==> src/rtl/clk_div_sched.sv <==
//-----------------------------------------------------------------------------
// clk_div_sched
//
// Runtime-programmable integer clock divider with a small scheduler that owns
// ratio changes and start/stop sequencing. A new ratio is accepted over a
// valid/ready handshake and applied only at an output-period boundary. The
// divided clock never shows a runt pulse. Duty is 50% for even and odd ratios:
// a posedge register p is ORed with a negedge copy q when the ratio is odd.
//
// Parameters:
//   DIV_W        width of the divide-ratio field
//   DEFAULT_DIV  ratio loaded at reset (2 .. 2**DIV_W-1)
//
// Ports:
//   i_clk         source clock
//   i_rst_n       asynchronous active-low reset
//   i_en          1 = run the divided clock, 0 = stop at the next boundary
//   i_cfg_valid   a new ratio is offered
//   i_cfg_div     offered ratio N
//   o_cfg_ready   scheduler can accept a ratio
//   o_cfg_err     one-cycle pulse: the offered ratio was illegal (< 2)
//   o_busy        a ratio change is pending
//   o_div_cur     ratio currently in effect
//   o_period_stb  one-cycle pulse aligned to each rising edge of o_clk_div
//                 (present only when CLK_DIV_STROBE_EN is defined)
//   o_clk_div     divided clock
//
// Build option: define CLK_DIV_STROBE_EN to add o_period_stb.
//-----------------------------------------------------------------------------
`timescale 1ns/1ps

module clk_div_sched #(
  parameter int DIV_W       = 8,
  parameter int DEFAULT_DIV = 3
) (
  input  logic             i_clk,
  input  logic             i_rst_n,
  input  logic             i_en,
  input  logic             i_cfg_valid,
  input  logic [DIV_W-1:0] i_cfg_div,
  output logic             o_cfg_ready,
  output logic             o_cfg_err,
  output logic             o_busy,
  output logic [DIV_W-1:0] o_div_cur,
`ifdef CLK_DIV_STROBE_EN
  output logic             o_period_stb,
`endif
  output logic             o_clk_div
);

  typedef enum logic [1:0] {
    ST_IDLE,
    ST_RUN,
    ST_SWITCH
  } state_e;

  state_e           state_q;
  logic [DIV_W-1:0] cnt_q;
  logic [DIV_W-1:0] div_cur_q;
  logic [DIV_W-1:0] pend_div_q;
  logic             pend_q;
  logic             err_q;
  logic             p_q;
  logic             q_q;

  logic [DIV_W-1:0] half_w;
  logic             cnt_last;
  logic             cfg_fire;
  logic             cfg_illegal;

  // floor(N/2) is the high time of p for both even and odd N; the odd half
  // cycle comes from the negedge register.
  assign half_w      = div_cur_q >> 1;
  assign cnt_last    = (cnt_q == div_cur_q - DIV_W'(1));
  assign o_cfg_ready = ~pend_q & (state_q != ST_SWITCH);
  assign cfg_fire    = i_cfg_valid & o_cfg_ready;
  assign cfg_illegal = (i_cfg_div < DIV_W'(2));

  // NOTE: state registers use non-blocking assignments so every register in
  // this block sees the pre-edge values of the others, regardless of order.
  always_ff @(posedge i_clk or negedge i_rst_n) begin
    if (!i_rst_n) begin
      state_q    <= ST_IDLE;
      cnt_q      <= '0;
      div_cur_q  <= DIV_W'(DEFAULT_DIV);
      pend_div_q <= '0;
      pend_q     <= 1'b0;
      err_q      <= 1'b0;
      p_q        <= 1'b0;
    end else begin
      err_q <= 1'b0;
      // p lags cnt by one cycle, so the last low slot of a period lands in
      // the cycle after the boundary and a stop or switch never cuts it short.
      p_q   <= (state_q == ST_RUN) && (cnt_q < half_w);

      if (cfg_fire) begin
        if (cfg_illegal) begin
          err_q <= 1'b1;
        end else if (state_q == ST_IDLE) begin
          // Nothing is running, so the ratio can take effect immediately.
          div_cur_q <= i_cfg_div;
        end else begin
          pend_q     <= 1'b1;
          pend_div_q <= i_cfg_div;
        end
      end

      case (state_q)
        ST_IDLE: begin
          cnt_q <= '0;
          // A request accepted on the very edge that stopped the clock is
          // still applied through SWITCH.
          if (pend_q) begin
            state_q <= ST_SWITCH;
          end else if (i_en) begin
            state_q <= ST_RUN;
          end
        end
        ST_RUN: begin
          if (cnt_last) begin
            cnt_q <= '0;
            if (pend_q) begin
              state_q <= ST_SWITCH;
            end else if (!i_en) begin
              state_q <= ST_IDLE;
            end
          end else begin
            cnt_q <= cnt_q + DIV_W'(1);
          end
        end
        ST_SWITCH: begin
          div_cur_q <= pend_div_q;
          pend_q    <= 1'b0;
          cnt_q     <= '0;
          state_q   <= i_en ? ST_RUN : ST_IDLE;
        end
        default: begin
          state_q <= ST_IDLE;
          cnt_q   <= '0;
        end
      endcase
    end
  end

  // NOTE: the falling-edge register needs the same asynchronous reset as the
  // rest, otherwise a reset during the high phase could leave o_clk_div high.
  always_ff @(negedge i_clk or negedge i_rst_n) begin
    if (!i_rst_n) begin
      q_q <= 1'b0;
    end else begin
      q_q <= p_q;
    end
  end

  // q only extends p by half a cycle; p and q never change on the same edge,
  // so the OR is glitch free.
  assign o_clk_div = p_q | (div_cur_q[0] & q_q);
  assign o_cfg_err = err_q;
  assign o_busy    = pend_q;
  assign o_div_cur = div_cur_q;

`ifdef CLK_DIV_STROBE_EN
  logic stb_q;

  // Same one-cycle lag as p, so the strobe coincides with the rising edge.
  always_ff @(posedge i_clk or negedge i_rst_n) begin
    if (!i_rst_n) begin
      stb_q <= 1'b0;
    end else begin
      stb_q <= (state_q == ST_RUN) && (cnt_q == '0);
    end
  end

  assign o_period_stb = stb_q;
`endif

endmodule

==> config.mk <==
export PLATFORM = sky130hd
export DESIGN_NAME = clk_div_sched
export DESIGN_NICKNAME = d
export VERILOG_FILES = /design/src/rtl/clk_div_sched.sv
export SDC_FILE = /design/constraint.sdc
export NUM_CORES = 1
export LEC_CHECK = 0
export CORE_AREA = 2 2 61 63
export DETAILED_ROUTE_END_ITERATION = 7
export DIE_AREA = 0 0 63 65
export GPL_TIMING_DRIVEN = 0
export MAX_ROUTING_LAYER = met4
export PLACE_DENSITY = 0.81
export SYNTH_ARGS = -nofsm -noshare
export SYNTH_HDL_FRONTEND = slang
export SYNTH_SLANG_ARGS = --single-unit
==> constraint.sdc <==
create_clock -name i_clk -period 2.5 [get_ports i_clk]
set_clock_uncertainty 0.15 [all_clocks]
set_input_delay 0.5 -clock i_clk [delete_from_list [all_inputs] [get_ports i_clk]]
set_output_delay 0.5 -clock i_clk [all_outputs]
set_load 0.02 [all_outputs]
Word-level counts from Yosys, hierarchy flattened
Cells that the tools add are included.

storage, ports and cells
  register bits = 30
  input bits = 12
  output and inout port bits = 12
  word-level logic and storage cells = 55

cells by class
  add/sub/neg operators = 2
  $lt $le $gt $ge = 2
  equality and inequality tests = 9
  mux-type cells = 19
  bitwise operators = 7
  reduce and logical (&&, ||, !) cells = 8

operators by type and width
  cell                                                                     count
  8-bit two-way mux                                                        6
  3-bit AND reduction                                                      4
  2-bit two-way mux                                                        5
  8-bit by 1-bit adder with 8-bit output, second input constant            1
  8-bit equality test                                                      1
  8-bit by 2-bit < comparator with 1-bit output, second input constant     1
  8-bit by 7-bit < comparator with 1-bit output                            1
  8-bit by 1-bit subtractor with 8-bit output, second input constant       1
  1-bit two-way mux                                                        7
  3-bit inequality test, second input constant                             2
  2-bit case mux with 3 select lines                                       1
  2-bit by 1-bit inequality test with 1-bit output, second input constant  2
  2-bit inequality test, second input constant                             2
  2-bit nonzero test                                                       2
  1-bit AND                                                                3
  1-bit NOT                                                                3
  2-bit by 1-bit equality test with 1-bit output, second input constant    1
  2-bit equality test, second input constant                               1
  2-bit logical NOT                                                        1
  1-bit logical AND                                                        1
  1-bit bitwise OR                                                         1

Logic depth before layout (Yosys ltp)
  depth in word-level cells = 5
  depth in mapped cells = 8
  depth with buffers taken out = 7

==> metrics.csv <==
metric;value;unit
synth_area_leaders;dfrtp_1, ha_1, mux2_2;
numClockSinks;30;
post-route-cell-area;2158;um^2
synth_area;1767;um^2
start_kind;register;
clockBufferDepth;2;
synth-seq-area-share;42.63;%
yosys.area.top_type_share;38.24;%
cpLargestDelayFamily;flip-flops;
synth-edff-count;0;
hpwlAfterDp;2628;um
yosys.area.top_type;dfrtp_1;
layout-drive-gt1-share;20.81;%
area_delta_synth_final;22.17;%
grt_max_degree;31;
ant_nets;0;
hold_buffers;0;
p_total;0.002448;W
yosysWarnings;0;
busiest_layer;met2;
clock_power_share;12.2;%
cp_slowest_cell;dfrtn_1;
die-area;4095;um^2
ys_async_sr_fraction;100.0;%
worstSetupEndpointType;output pin;
n_antenna_cell;0;
htree_levels;2;
gr-total-overflow;0;
r2r_cells;9;
worst_pin_slew;745.3;ps
initial_utilization;50.54;%
first_pass_iters;4;
status;finished, violations left;
synth_common_cells;dfrtp_1, nand2_1, nor3_1, o21ai_0, inv_1;
gr-usage-met1;24.33;%
io_buffers;23;
internal_power;0.001434;W
synthCells;163;
finalWeightedCongestion;0.8291;
cts_made_buffers;5;
grtUsageMet3;4.167;%
drcViolationCount;0;
ios;24;
clk_latency;320;ps
vias;1316;
relSlewSlack;50.31;%
cts_tree;done;
combPwrFrac;51.8;%
grt_pass1_vias;1303;
synth_cell_types;51;
swShare;41.40;%
ys_seq_elements;30;
path_buf_inv;1;
grt_pass1_wl;6203;um
vias_per_cell;5.371;
hold_violations;0;
path_cells;a21o_2, buf_6;
stdcell_count;245;
min_path_type;input pin to asynchronous set/reset pin;
drv_slew;0;
ys.flop_type;dfrtp_1;
r2r-end;cnt_q[3]$_DFF_PN0_;
antenna_found_initial;0;
synthesis.nets;183;
track_usage;20.19;%
die-width;63;um
crit_path_end;o_clk_div;
wl_per_cell;14.21;um
core;3496;um^2
fin_ws;-356.2;ps
cp.arrival;2210;ps
p_leak;0.9189;nW
die_h;65;um
max_cap_viol_count;0;
dp.cells;234;
syn_avg_cell_area;10.84;um^2
yosysMostFrequentCell;dfrtp_1;
ir_drop;610.7;uV
initialDrtViolationCount;79;
crit_start;q_q$_DFF_NN0_;
cpPeakStageDelay;330;ps
fin_nets;216;
p_switching;0.001013;W
placedInstanceArea;2057;um^2
cts_root_buf;clkbuf_4;
r2r_setup_slack;150;ps
critical_path_class;register to output pin;
cp.required;1850;ps
totalWireLength;3482;um
path_clk_slew;90;ps
critical_path_cell_count;2;
grt_use_met2;33.51;%
setup_viol;1;
cp_max_fo;1;
powerDensity;1134;nW/um^2
row_count;22;
violations;setup timing;
seqPwrFrac;36.1;%
rsz0062_at_grt;yes;
r2r_start;o_div_cur[0]$_DFFE_PN1P_;
## power by group through the flow
stage	combinational, W	sequential (W)	clock [W]
5_1_grt	0.00139	0.000915	0.000338
2_1_floorplan	0.000808	0.000916	0
3_5_place_dp	0.00123	0.000891	0
6_report	0.00127	0.000883	0.000298
4_1_cts	0.00124	0.000883	0.000307
3_3_place_gp	0.00119	0.000869	0
## cell families after synthesis
| group | share of synthesized area, % |
|---|---|
| AOI/OAI and AO/OA | 12.96 |
| xor gates and xnor gates | 6.941 |
| and+or+nand+nor | 17.07 |
| muxes | 9.632 |
| DFF | 42.63 |
| adders and majority gates | 5.666 |
| buffers and inverters | 5.099 |
## worst reg2reg max path, cell delays in order, from the launching register on
cell and delay (ps):
dfstp_2 380, buf_6 130, inv_1 50, ha_1 170, or3b_1 410, o31a_2 330
o2111ai_4 240, a211oi_4 70, buf_4 170, nor3_1 180
## worst min path at each step
stage / from / slack [ps] / to / cells after the start
finish: i_rst_n / 180 / pend_div_q[2]$_DFFE_PN0P_ / 1
global route: i_rst_n / 220 / o_div_cur[3]$_DFFE_PN0P_ / 1
CTS: i_rst_n / 190 / pend_div_q[2]$_DFFE_PN0P_ / 1
detailed placement: state_q[1]$_DFFE_PN0P_ / 350 / state_q[1]$_DFFE_PN0P_ / 1
global placement: pend_div_q[6]$_DFFE_PN0P_ / 340 / pend_div_q[6]$_DFFE_PN0P_ / 1
floorplan: i_rst_n / 50 / cnt_q[0]$_DFF_PN0_ / 0
## routing by layer
metal	wire length (um)	part of all wire (%)
met5	0	0
met4	38	1.1
met3	118	3.4
met2	1807	52
met1	1516	44
## area by class of cell
| cell class | count | area [um^2] |
|---|---|---|
| fill | 309 | 1338 |
| tap | 48 | 60.06 |
| sequential | 30 | 753.2 |
| clock inverter | 1 | 5.005 |
| multi-input combinational | 117 | 937.1 |
| clock buffer | 7 | 55.05 |
| buffer | 7 | 60.06 |
| timing repair buffer | 26 | 254.0 |
| inverter | 9 | 33.78 |
## registers in the layout, summed over array words and instances, names as in the netlist
name and count:
o_cfg_err 1, o_busy 1, o_div_cur 8, pend_div_q 8
cnt_q 8, q_q 1, p_q 1, state_q 2
## per-stage QoR
stage / setup TNS (ps) / hold WS (ps) / setup slack, ps / util [%]
floorplan: 0 / 54.41 / 50.13 / -
CTS: -372.9 / 187.2 / -372.9 / 60.77
finish: -356.2 / 178.8 / -356.2 / 61.74
global placement: -1500 / 336.9 / -818.1 / 58.84
detailed placement: -1486 / 349.2 / -879.0 / 58.84
global route: -404.4 / 219.4 / -398.3 / 61.74
## layout by cell type (no fill, tap or decap), types with 8 or more instances in the layout
| master | instances |
|---|---|
| dfrtp_1 | 27 |
| clkdlybuf4s50_1 | 20 |
| nand2_1 | 11 |
| nor3_1 | 10 |
| o21ai_0 | 10 |
| inv_1 | 9 |
| xor2_1 | 8 |
| mux2_2 | 8 |
| mux2i_1 | 8 |
| ha_1 | 8 |
## repair_timing
item / in CTS / in global routing
gates cloned: 0 / 0
setup endpoints to repair: 3 / 9
pin swaps: 1 / 1
setup buffers: 0 / 3
gates resized for setup: 13 / 1
No activity file was read; power rests on OpenSTA's default activity.
